[config.mk]
export PLATFORM = sky130hd
export DESIGN_NAME = mem_port_arbiter
export DESIGN_NICKNAME = d
export VERILOG_FILES = /design/src/rtl/mem_port_arbiter.sv
export SDC_FILE = /design/constraint.sdc
export NUM_CORES = 1
export LEC_CHECK = 0
export ABC_AREA = 1
export CAP_MARGIN = 25
export CORE_MARGIN = 5
export CORE_UTILIZATION = 35
export CTS_BUF_LIST = sky130_fd_sc_hd__clkbuf_2 sky130_fd_sc_hd__clkbuf_4 sky130_fd_sc_hd__clkbuf_8
export CTS_CLUSTER_SIZE = 24
export DETAILED_ROUTE_END_ITERATION = 8
export PLACE_DENSITY = 0.92
export SLEW_MARGIN = 0
export SYNTH_ARGS = -nofsm -noshare
export SYNTH_HDL_FRONTEND = slang
export SYNTH_SLANG_ARGS = --single-unit
[constraint.sdc]
create_clock -name clk -period 3.4 [get_ports clk]
set_input_delay 1.02 -clock clk [delete_from_list [all_inputs] [get_ports clk]]
set_output_delay 1.02 -clock clk [all_outputs]
set_load 0.03 [all_outputs]
[src/rtl/mem_port_arbiter.sv]
// Shares one single-port memory between the instruction-fetch and data-access
// stages. One access is in flight at a time; ties between the two requesters
// are broken round-robin. Accesses whose ready never arrives are aborted after
// TIMEOUT wait cycles and flagged on the sticky busErr output.
module mem_port_arbiter #(
  parameter int ADDR_W  = 32,
  parameter int DATA_W  = 32,
  parameter int TIMEOUT = 15
) (
  input  logic              clk,
  input  logic              rst,
  // fetch side
  input  logic              ifReq,
  input  logic [ADDR_W-1:0] ifAddr,
  output logic [DATA_W-1:0] ifData,
  output logic              ifValid,
  // data side
  input  logic              memRead,
  input  logic              memWrite,
  input  logic [ADDR_W-1:0] memAddr,
  input  logic [DATA_W-1:0] memWdata,
  output logic [DATA_W-1:0] memRdata,
  output logic              memDone,
  // pipeline freeze
  output logic              stallIF,
  output logic              stallMEM,
  // memory request / response
  output logic              ramReq,
  output logic              ramWe,
  output logic [ADDR_W-1:0] ramAddr,
  output logic [DATA_W-1:0] ramWdata,
  input  logic [DATA_W-1:0] ramRdata,
  input  logic              ramReady,
  // sticky timeout indication
  output logic              busErr
);

  // Wait counter is at least 4 bits wide and always able to hold TIMEOUT.
  localparam int CNT_W = ($clog2(TIMEOUT + 1) > 4) ? $clog2(TIMEOUT + 1) : 4;
  // The access aborts in the wait cycle that brings the count up to TIMEOUT,
  // i.e. when the registered count already holds TIMEOUT-1.
  localparam logic [CNT_W-1:0] WAIT_LAST = CNT_W'(TIMEOUT - 1);

  localparam logic GNT_IF  = 1'b0;
  localparam logic GNT_MEM = 1'b1;

  typedef enum logic [1:0] {
    IDLE    = 2'd0,
    IF_ACC  = 2'd1,
    MEM_ACC = 2'd2
  } state_t;

  state_t            state_q, state_d;
  logic              last_gnt_q, last_gnt_d;
  logic [ADDR_W-1:0] addr_q, addr_d;
  logic [DATA_W-1:0] wdata_q, wdata_d;
  logic              we_q, we_d;
  logic [CNT_W-1:0]  wait_q, wait_d;
  logic              bus_err_q, bus_err_d;

  logic mem_pend;
  logic in_acc;
  logic timeout_hit;
  logic complete;
  logic grant_if;
  logic grant_mem;

  assign mem_pend    = memRead | memWrite;
  assign in_acc      = (state_q != IDLE);
  assign timeout_hit = in_acc & ~ramReady & (wait_q == WAIT_LAST);
  assign complete    = in_acc & (ramReady | timeout_hit);

  // Arbitration in IDLE: a lone requester wins, a tie goes to the stage not
  // granted last time.
  always_comb begin
    grant_if  = 1'b0;
    grant_mem = 1'b0;
    if (state_q == IDLE) begin
      if (mem_pend && ifReq) begin
        if (last_gnt_q == GNT_IF) begin
          grant_mem = 1'b1;
        end else begin
          grant_if = 1'b1;
        end
      end else if (mem_pend) begin
        grant_mem = 1'b1;
      end else if (ifReq) begin
        grant_if = 1'b1;
      end
    end
  end

  // State register.
  always_ff @(posedge clk or posedge rst) begin
    if (rst) begin
      state_q <= IDLE;
    end else begin
      state_q <= state_d;
    end
  end

  // Next-state logic: grant leaves IDLE, completion (real or forced) returns.
  always_comb begin
    state_d = state_q;
    case (state_q)
      IDLE: begin
        if (grant_mem) begin
          state_d = MEM_ACC;
        end else if (grant_if) begin
          state_d = IF_ACC;
        end
      end
      IF_ACC, MEM_ACC: begin
        if (complete) begin
          state_d = IDLE;
        end
      end
      default: state_d = IDLE;
    endcase
  end

  // Access context next-state: latched on grant, wait count advanced while
  // the memory keeps the access waiting, error flag set on abort.
  always_comb begin
    last_gnt_d = last_gnt_q;
    addr_d     = addr_q;
    wdata_d    = wdata_q;
    we_d       = we_q;
    wait_d     = wait_q;
    bus_err_d  = bus_err_q;
    if (grant_mem) begin
      addr_d     = memAddr;
      wdata_d    = memWdata;
      we_d       = memWrite;
      wait_d     = '0;
      last_gnt_d = GNT_MEM;
    end else if (grant_if) begin
      // Fetches never write; the write-data register keeps its old value.
      addr_d     = ifAddr;
      we_d       = 1'b0;
      wait_d     = '0;
      last_gnt_d = GNT_IF;
    end else if (in_acc && !ramReady && !timeout_hit) begin
      wait_d = wait_q + 1'b1;
    end
    if (timeout_hit) begin
      bus_err_d = 1'b1;
    end
  end

  // Access context registers.
  always_ff @(posedge clk or posedge rst) begin
    if (rst) begin
      last_gnt_q <= GNT_IF;
      addr_q     <= '0;
      wdata_q    <= '0;
      we_q       <= 1'b0;
      wait_q     <= '0;
      bus_err_q  <= 1'b0;
    end else begin
      last_gnt_q <= last_gnt_d;
      addr_q     <= addr_d;
      wdata_q    <= wdata_d;
      we_q       <= we_d;
      wait_q     <= wait_d;
      bus_err_q  <= bus_err_d;
    end
  end

  // Outputs: memory request from state, completion and data passthrough from
  // the memory response, freeze signals from pending requests.
  always_comb begin
    ramReq   = in_acc;
    ramWe    = in_acc & we_q;
    ramAddr  = addr_q;
    ramWdata = wdata_q;

    ifValid  = (state_q == IF_ACC) & complete;
    memDone  = (state_q == MEM_ACC) & complete;

    // A forced completion returns zero rather than whatever the bus holds.
    ifData   = ((state_q == IF_ACC) && ramReady) ? ramRdata : '0;
    memRdata = ((state_q == MEM_ACC) && ramReady) ? ramRdata : '0;

    stallMEM = mem_pend & ~memDone;
    stallIF  = (ifReq & ~ifValid) | stallMEM;

    busErr   = bus_err_q;
  end

endmodule

After elaboration in Yosys (flattened, before gate mapping)
Cells that the tools add are included.
{ "op_classes": {"addsub": 1, "n_eq_ne": 5, "n_mux": 23, "reduce_logical": 13, "bitwise": 14} }
{ "ops": {"columns": ["cell", "count"], "rows": [
  ["$mux 32", 4],
  ["$mux 1", 12],
  ["$mux 4", 3],
  ["$and 1x1->1", 8],
  ["$mux 2", 3],
  ["$logic_and 1x1->1", 5],
  ["$add 4x1->4 const B", 1],
  ["$eq 4x4->1 const B", 1],
  ["$pmux 2 s2", 1],
  ["$reduce_bool 2->1", 2],
  ["$ne 3x3->1 const B", 1],
  ["$not 1->1", 3],
  ["$or 1x1->1", 3],
  ["$reduce_bool 3->1", 1],
  ["$eq 2x1->1 const B", 1],
  ["$eq 2x2->1 const B", 1],
  ["$logic_not 1->1", 2],
  ["$logic_not 2->1", 1],
  ["$ne 2x2->1 const B", 1],
  ["$reduce_and 2->1", 1],
  ["$reduce_or 2->1", 1]
]} }
{ "word_totals": {"input_bits": 134, "reg_bits": 73, "output_inout_bits": 135} }

Depth between registers and ports, before layout
Gate-level depths: netlist of the first run.
{ "logic_depth": {"depth_word": 9, "ltp_mapped": 10, "mapped_depth_nobuf": 9} }

Worst setup path before layout of the first run
OpenSTA, ideal clock, no wires.
{ "synth_path": {"kind": "input to output", "from": "input ramReady", "to": "output stallIF", "required_time_ps": 2380, "t_arrival_ps": 1980, "path_stages": 5, "setup_slack_ps": 400, "path_cell_list": "inv_1 -> nand2_1 -> nand2_1 -> nor2_1 -> o21ai_1"} }
{ "synth_via": {"elab_chain_cells": 9} }
{ "synth_lines": {"columns": ["item", "line", "source"], "rows": [
  ["start, declared", "33", "input logic ramReady,"],
  ["$not 1->1", "70", "assign timeout_hit = in_acc & ~ramReady & (wait_q == WAIT_LAST);"],
  ["$and 1x1->1 (2 in a row)", "70", null],
  ["$or 1x1->1 (*)", "71", "assign complete = in_acc & (ramReady | timeout_hit);"],
  ["$and 1x1->1 (*)", "71", null],
  ["$and 1x1->1 (*)", "178", "ifValid = (state_q == IF_ACC) & complete;"],
  ["net ifValid", "16", "output logic ifValid,"],
  ["$not 1->1 (*)", "186", "stallIF = (ifReq & ~ifValid) | stallMEM;"],
  ["$and 1x1->1 (*)", "186", null],
  ["$or 1x1->1 (*)", "186", null],
  ["end, declared", "25", "output logic stallIF,"]
]} }
Mark *: on every way through the listed nets, which the timed path passes. The rest lies on a longest branch.

Worst setup path in the final report of the first run
{ "layout_path": {"from": "input ramReady", "to": "output stallMEM"} }
{ "layout_via": {"elab_chain_cells": 8} }
{ "layout_lines": {"columns": ["item", "line", "source"], "rows": [
  ["$not 1->1", "70", null],
  ["$and 1x1->1 (2 in a row)", "70", null],
  ["$or 1x1->1 (*)", "71", null],
  ["$and 1x1->1 (*)", "71", null],
  ["$and 1x1->1 (*)", "179", "memDone = (state_q == MEM_ACC) & complete;"],
  ["$not 1->1 (*)", "185", "stallMEM = mem_pend & ~memDone;"],
  ["$and 1x1->1 (*)", "185", null],
  ["end, declared", "26", "output logic stallMEM,"]
]} }
Every way passes the cells marked *; elsewhere a longest branch is shown, timed or not.

==> impl_metrics.tcl, run 1 <==
set metrics [dict create \
    worst_pin_slew_ps 670 \
    areaGrowthSynthToFinish_pct 75.7 \
    vias 4347 \
    clkLatencyLatePin_ps 330 \
    worstPathMaxFanout 3 \
    final_antenna_net_count 0 \
    ys_async_sr_fraction_pct 100 \
    cts_tree "built" \
    drcViolationCount 0 \
    setup_viol 0 \
    avgSynthCellArea_um2 6.98 \
    finalWorstSetupSlack_ps 94.5 \
    avgRoutedWirePerCell_um 13.8 \
    grt_first_pass_wirelength_mm 20.6 \
    gp_congestion 0.854 \
    total_power_mw 5.70 \
    numPortBuffers 268 \
    skew_ps 6.96 \
    cts_resized 3 \
    yosys_warnings 0 \
    power_density_nw_per_um2 840 \
    grt_pass1_vias 4141 \
    cap_violations 0 \
    fin_crit_ps 3310 \
    synth_top_area_cell "dfrtp_1" \
    netlist_area_um2 3860 \
    yosysTopAreaCellShare_pct 47.3 \
    crit_path_start_kind "primary input" \
    drt-initial-drc-count 169 \
    ys_top_cells_by_area "dfrtp_1, nand2_1, nor2_1" \
    die_y_um 115 \
    power_leakage_nw 3.53 \
    layoutNonFillerInstCount 964 \
    die_w_um 115 \
    dp.final_hpwl_mm 10.4 \
    arrival_ps 2290 \
    final_cell_area_um2 6790 \
    synthCells 553 \
    path_clk_slew_ps 80 \
    numPlacedInstances 947 \
    synth_ff_type "dfrtp_1" \
    synth_common_cells "nand2_1, nor2_1, inv_1" \
    endpoint_kind "primary output" \
    h-tree-depth 3 \
    drt_first_pass_iters 5 \
    fin_nets 957 \
    fmax_ghz 0.303 \
    hold_violations 0 \
    postCtsSetupRepairBufs 0 \
    yosysUniqueCellTypes 22 \
    synth_fp_nets 692 \
    relSlewSlack_pct 55.3 \
    pre_cts_ws_ps -279 \
    start_util_pct 35.6 \
    grt_max_degree 80 \
    maxSlewViolCount 0 \
    synth_edf_count 0 \
    root_buffer "clkbuf_8" \
    ys_ff_latch 73 \
    drive_gt1_share_pct 13.5 \
    rows 38 \
    cp.required_ps 2380 \
    grt.overflow.total 0 \
    fillCellCount 941 \
    core_area_um2 10800 \
    dpl_cell_area_um2 6580 \
    worstSetupPathType "in2out" \
    drt-total-wl_mm 13.3 \
    setup-tns-final_ps 0 \
    status "complete, no violations" \
    ir_drop_mv 0.508 \
    hold_class "reg2reg" \
    ys_seq_area_share_pct 47.3 \
    clk_path_buf_depth 2 \
    ios 269 \
    dieArea_um2 13200 \
    grt_antenna_before_repair 1 \
    period_share_pct 97.2 \
    hold_buffers 0 \
    yosysMostFrequentCell "nand2_1" \
    grt_util_all_layers_pct 19.6 \
    cts_buffers 9 \
    vias_per_cell 4.51 \
    cts.sinks 73 \
]
-- cell families (layout without fill, tap and decap cells) --
| kind of cell | after synthesis | count (layout) | synth area share (%) |
|---|---|---|---|
| compound gates | 43 | 43 | 5.67 |
| fa+ha+maj | 5 | 5 | 1.62 |
| buf+inv | 112 | 382 | 12.0 |
| flops | 73 | 73 | 47.3 |
| other cells | 0 | 1 | 0 |
| simple gates | 320 | 320 | 33.4 |
-- critical path, cell delays in order --
cell	delay [ps]
clkdlybuf4s50_1	480
inv_1	60
nand2_1	60
nand2_1	110
o21ai_2	160
inv_1	50
dlygate4sd2_1	350
-- sequential cells by signal, indices dropped and copies added (netlist names) --
register and count:
we_q 1, wait_q 4, busErr 1, ramWdata 32
last_gnt_q 1, ramAddr 32, state_q 2
-- final timing paths --
| path | from | endpoint | slack [ps] | cells past startpoint |
|---|---|---|---|---|
| setup reg to reg | state_q[0]$_DFFE_PP0P_ | ramAddr[9]$_DFFE_PP0P_ | 1360 | 7 |
| hold / removal | ramWdata[8]$_DFFE_PP0N_ | ramWdata[8]$_DFFE_PP0N_ | 470 | 2 |
| hold reg to reg | ramWdata[8]$_DFFE_PP0N_ | ramWdata[8]$_DFFE_PP0N_ | 470 | 2 |
| min in group asynchronous | rst | ramAddr[18]$_DFFE_PP0P_ | 1120 | 2 |
| max in group asynchronous | rst | wait_q[3]$_DFFE_PP0P_ | 1630 | 3 |
| setup / recovery | ramReady | stallMEM | 90 | 7 |
-- layout make-up --
type                    count  area (um2)  area share, %
well taps                 140         175           2.58
clock inverters             6        66.3          0.977
inverters                  83         312           4.59
diodes                      1        2.50         0.0369
repair buffers            283        2690           39.6
clock buffers              10         138           2.03
flip-flops and latches     73        1830           26.9
multi-input cells         368        1580           23.3
-- placed cells by master, fill, tap and decap left out, types with 3 or more instances in the layout --
cell               n
ha_1               5
dfrtp_1           73
clkbuf_8          10
inv_2              4
nand2_1          172
nand3_1           38
nand2_2            4
clkdlybuf4s50_1  200
inv_1             79
buf_12             5
buf_4             76
o21ai_1           37
clkinvlp_4         3
nor2_1           101
-- routing by layer --
metal | track usage [%] | vias up | part of all wire, %
met3 | 5.58 | 31 | 10
li1 | - | 2170 | -
met5 | 0 | - | 0
met2 | 36.0 | 197 | 52
met1 | 19.9 | 1949 | 35
met4 | 10.6 | 0 | 3.5
-- metrics by stage --
| step | utilization (%) | hold slack, ps |
|---|---|---|
| floorplan | - | 442 |
| global route | 62.6 | 490 |
| global placement | 60.7 | 452 |
| detailed placement | 60.7 | 458 |
| finish | 62.6 | 473 |
| CTS | 62.5 | 478 |
-- report_power, final --
group | internal, mW | switching, mW
sequential | 1.29 | 0.221
combinational | 1.33 | 2.17
clock | 0.360 | 0.332
total | 2.98 | 2.72
No activity file was read; power rests on OpenSTA's default activity.
==> inputs of run 2 (changes only) <==
- PLACE_DENSITY: 0.92 -> 0.84
==> run 2 against run 1 <==
Against the previous run:
- clock-buffer cell count down 1
- via count decreased by 1.4%
- first-iteration DRC count decreased by 22%
- non-clock buffer count shrank 5
- critical path depth unchanged
- die area is the same
- power grew 0.75%
- highest routed layer unchanged
==> impl_metrics.tcl, run 2 (synthesized netlist as in run 1, its figures left out) <==
set metrics [dict create \
    dpl_cell_area_um2 6500 \
    use_met1_pct 20.1 \
    grt_antenna_before_repair 0 \
    cts_buffers 9 \
    pre_cts_ws_ps 107 \
    finalWorstSetupSlack_ps 108 \
    fin_nets 952 \
    cap_violations 0 \
    cts_tree "built" \
    grt_util_all_layers_pct 19.5 \
    power_frac_comb_pct 60.8 \
    period_share_pct 96.8 \
    fillCellCount 998 \
    areaGrowthSynthToFinish_pct 73.9 \
    arrival_ps 2270 \
    avgRoutedWirePerCell_um 14.2 \
    start_util_pct 35.6 \
    hold_violations 0 \
    skew_ps 12.9 \
    core_area_um2 10800 \
    clkLatencyLatePin_ps 350 \
    grt_setup_unrepaired "false" \
    crit_path_start_kind "primary input" \
    setup-tns-final_ps 0 \
    antennaDiodeCount 0 \
    status "complete, no violations" \
    regArea_um2 1830 \
    hold_slack_ps 476 \
    drt_first_pass_iters 5 \
    worst_pin_slew_ps 613 \
    cts.sinks 73 \
    final_common_cell "clkdlybuf4s50_1" \
    h-tree-depth 3 \
    grt_pass1_vias 3928 \
    drive_gt1_share_pct 12.7 \
    fin_util_pct 61.9 \
    fin_crit_ps 3290 \
    endpoint_kind "primary output" \
    grtUsageMet3_pct 6.16 \
    final_antenna_net_count 0 \
    vias_per_cell 4.48 \
    swShare_pct 47.4 \
    layoutNonFillerInstCount 957 \
    worstSetupPathType "in2out" \
    total_power_mw 5.74 \
    vias 4286 \
    p_int_mw 3.02 \
    hold_buffers 0 \
    grt.overflow.total 0 \
    ir_drop_mv 0.471 \
    layout_common_cells "clkdlybuf4s50_1, nand2_1, nor2_1" \
    cp.required_ps 2380 \
    grt_max_degree 74 \
    dieArea_um2 13200 \
    cts_resized 0 \
    setup_viol 0 \
    clk_path_buf_depth 2 \
    use_met2_pct 36.8 \
    relSlewSlack_pct 59.1 \
    root_buffer "clkbuf_8" \
    drcViolationCount 0 \
    drt-total-wl_mm 13.6 \
    numPlacedInstances 942 \
    seqPwrFrac_pct 26.3 \
    multi_input_area_um2 1570 \
    die_w_um 115 \
    dp.final_hpwl_mm 10.7 \
    power_density_nw_per_um2 855 \
    fmax_ghz 0.304 \
    rows 38 \
    grt_first_pass_wirelength_mm 20.3 \
    power_leakage_nw 3.50 \
    hold_class "reg2reg" \
    numPortBuffers 268 \
    worstPathMaxFanout 4 \
    busiest_layer "met2" \
    maxSlewViolCount 0 \
    final_cell_area_um2 6720 \
    clkPwrFrac_pct 12.9 \
    ios 269 \
    path_clk_slew_ps 80 \
    drt-initial-drc-count 132 \
    postCtsSetupRepairBufs 0 \
    switching_power_mw 2.72 \
    die_y_um 115 \
    gp_congestion 0.807 \
]
[run 2: cell types whose count changed in the layout (fill, tap and decap cells not counted)]
cell / before / now
nor2_1: 101 / 102
o21ai_0: 2 / 3
bufinv_16: 1 / 2
buf_12: 5 / 2
clkbuf_2: 1 / 0
dlygate4sd2_1: 1 / 0
clkbuf_8: 10 / 9
nor2_2: 1 / 0
o21ai_2: 1 / 0
clkinv_4: 0 / 1
clkinvlp_4: 3 / 2
clkinv_2: 1 / 0
diode_2: 1 / 0
[run 2: worst max-delay path, cell delays in order]
cell and delay, ps:
clkdlybuf4s50_1 530, inv_1 80, nand2_1 70, nand2_1 80, o21ai_0 210, o21ai_1 100, buf_4 170
[run 2: path summary, 6_finish.rpt]
path	from	slack [ps]	cells past startpoint	to
max	ramReady	110	7	stallIF
min	ramWdata[20]$_DFFE_PP0N_	480	2	ramWdata[20]$_DFFE_PP0N_
max reg2reg	state_q[0]$_DFFE_PP0P_	1470	8	ramAddr[24]$_DFFE_PP0P_
min reg2reg	ramWdata[20]$_DFFE_PP0N_	480	2	ramWdata[20]$_DFFE_PP0N_
max in group asynchronous	rst	2000	3	ramAddr[31]$_DFFE_PP0P_
min in group asynchronous	rst	1080	3	ramWdata[14]$_DFFE_PP0N_
[run 2: final cells by class]
class / count / area share (%)
clock buffers: 9 / 1.84
flip-flops and latches: 73 / 27.2
repair buffers: 278 / 38.9
multi-input cells: 368 / 23.4
inverters: 83 / 4.64
clock inverters: 6 / 1.38
well taps: 140 / 2.61
[run 2: power groups by stage]
stage / Sequential, mW / Combinational, mW / Clock, mW
2_1_floorplan: 2.27 / 1.35 / 0
3_3_place_gp: 1.50 / 3.49 / 0
3_5_place_dp: 1.53 / 3.53 / 0
4_1_cts: 1.51 / 3.54 / 0.766
5_1_grt: 1.56 / 3.76 / 0.807
6_report: 1.51 / 3.49 / 0.741
[run 2: per-layer routing]
metal	wire (um)	share of wire [%]
met1	4700	35
met2	7200	53
met3	1370	10
met4	352	2.6
met5	0	0
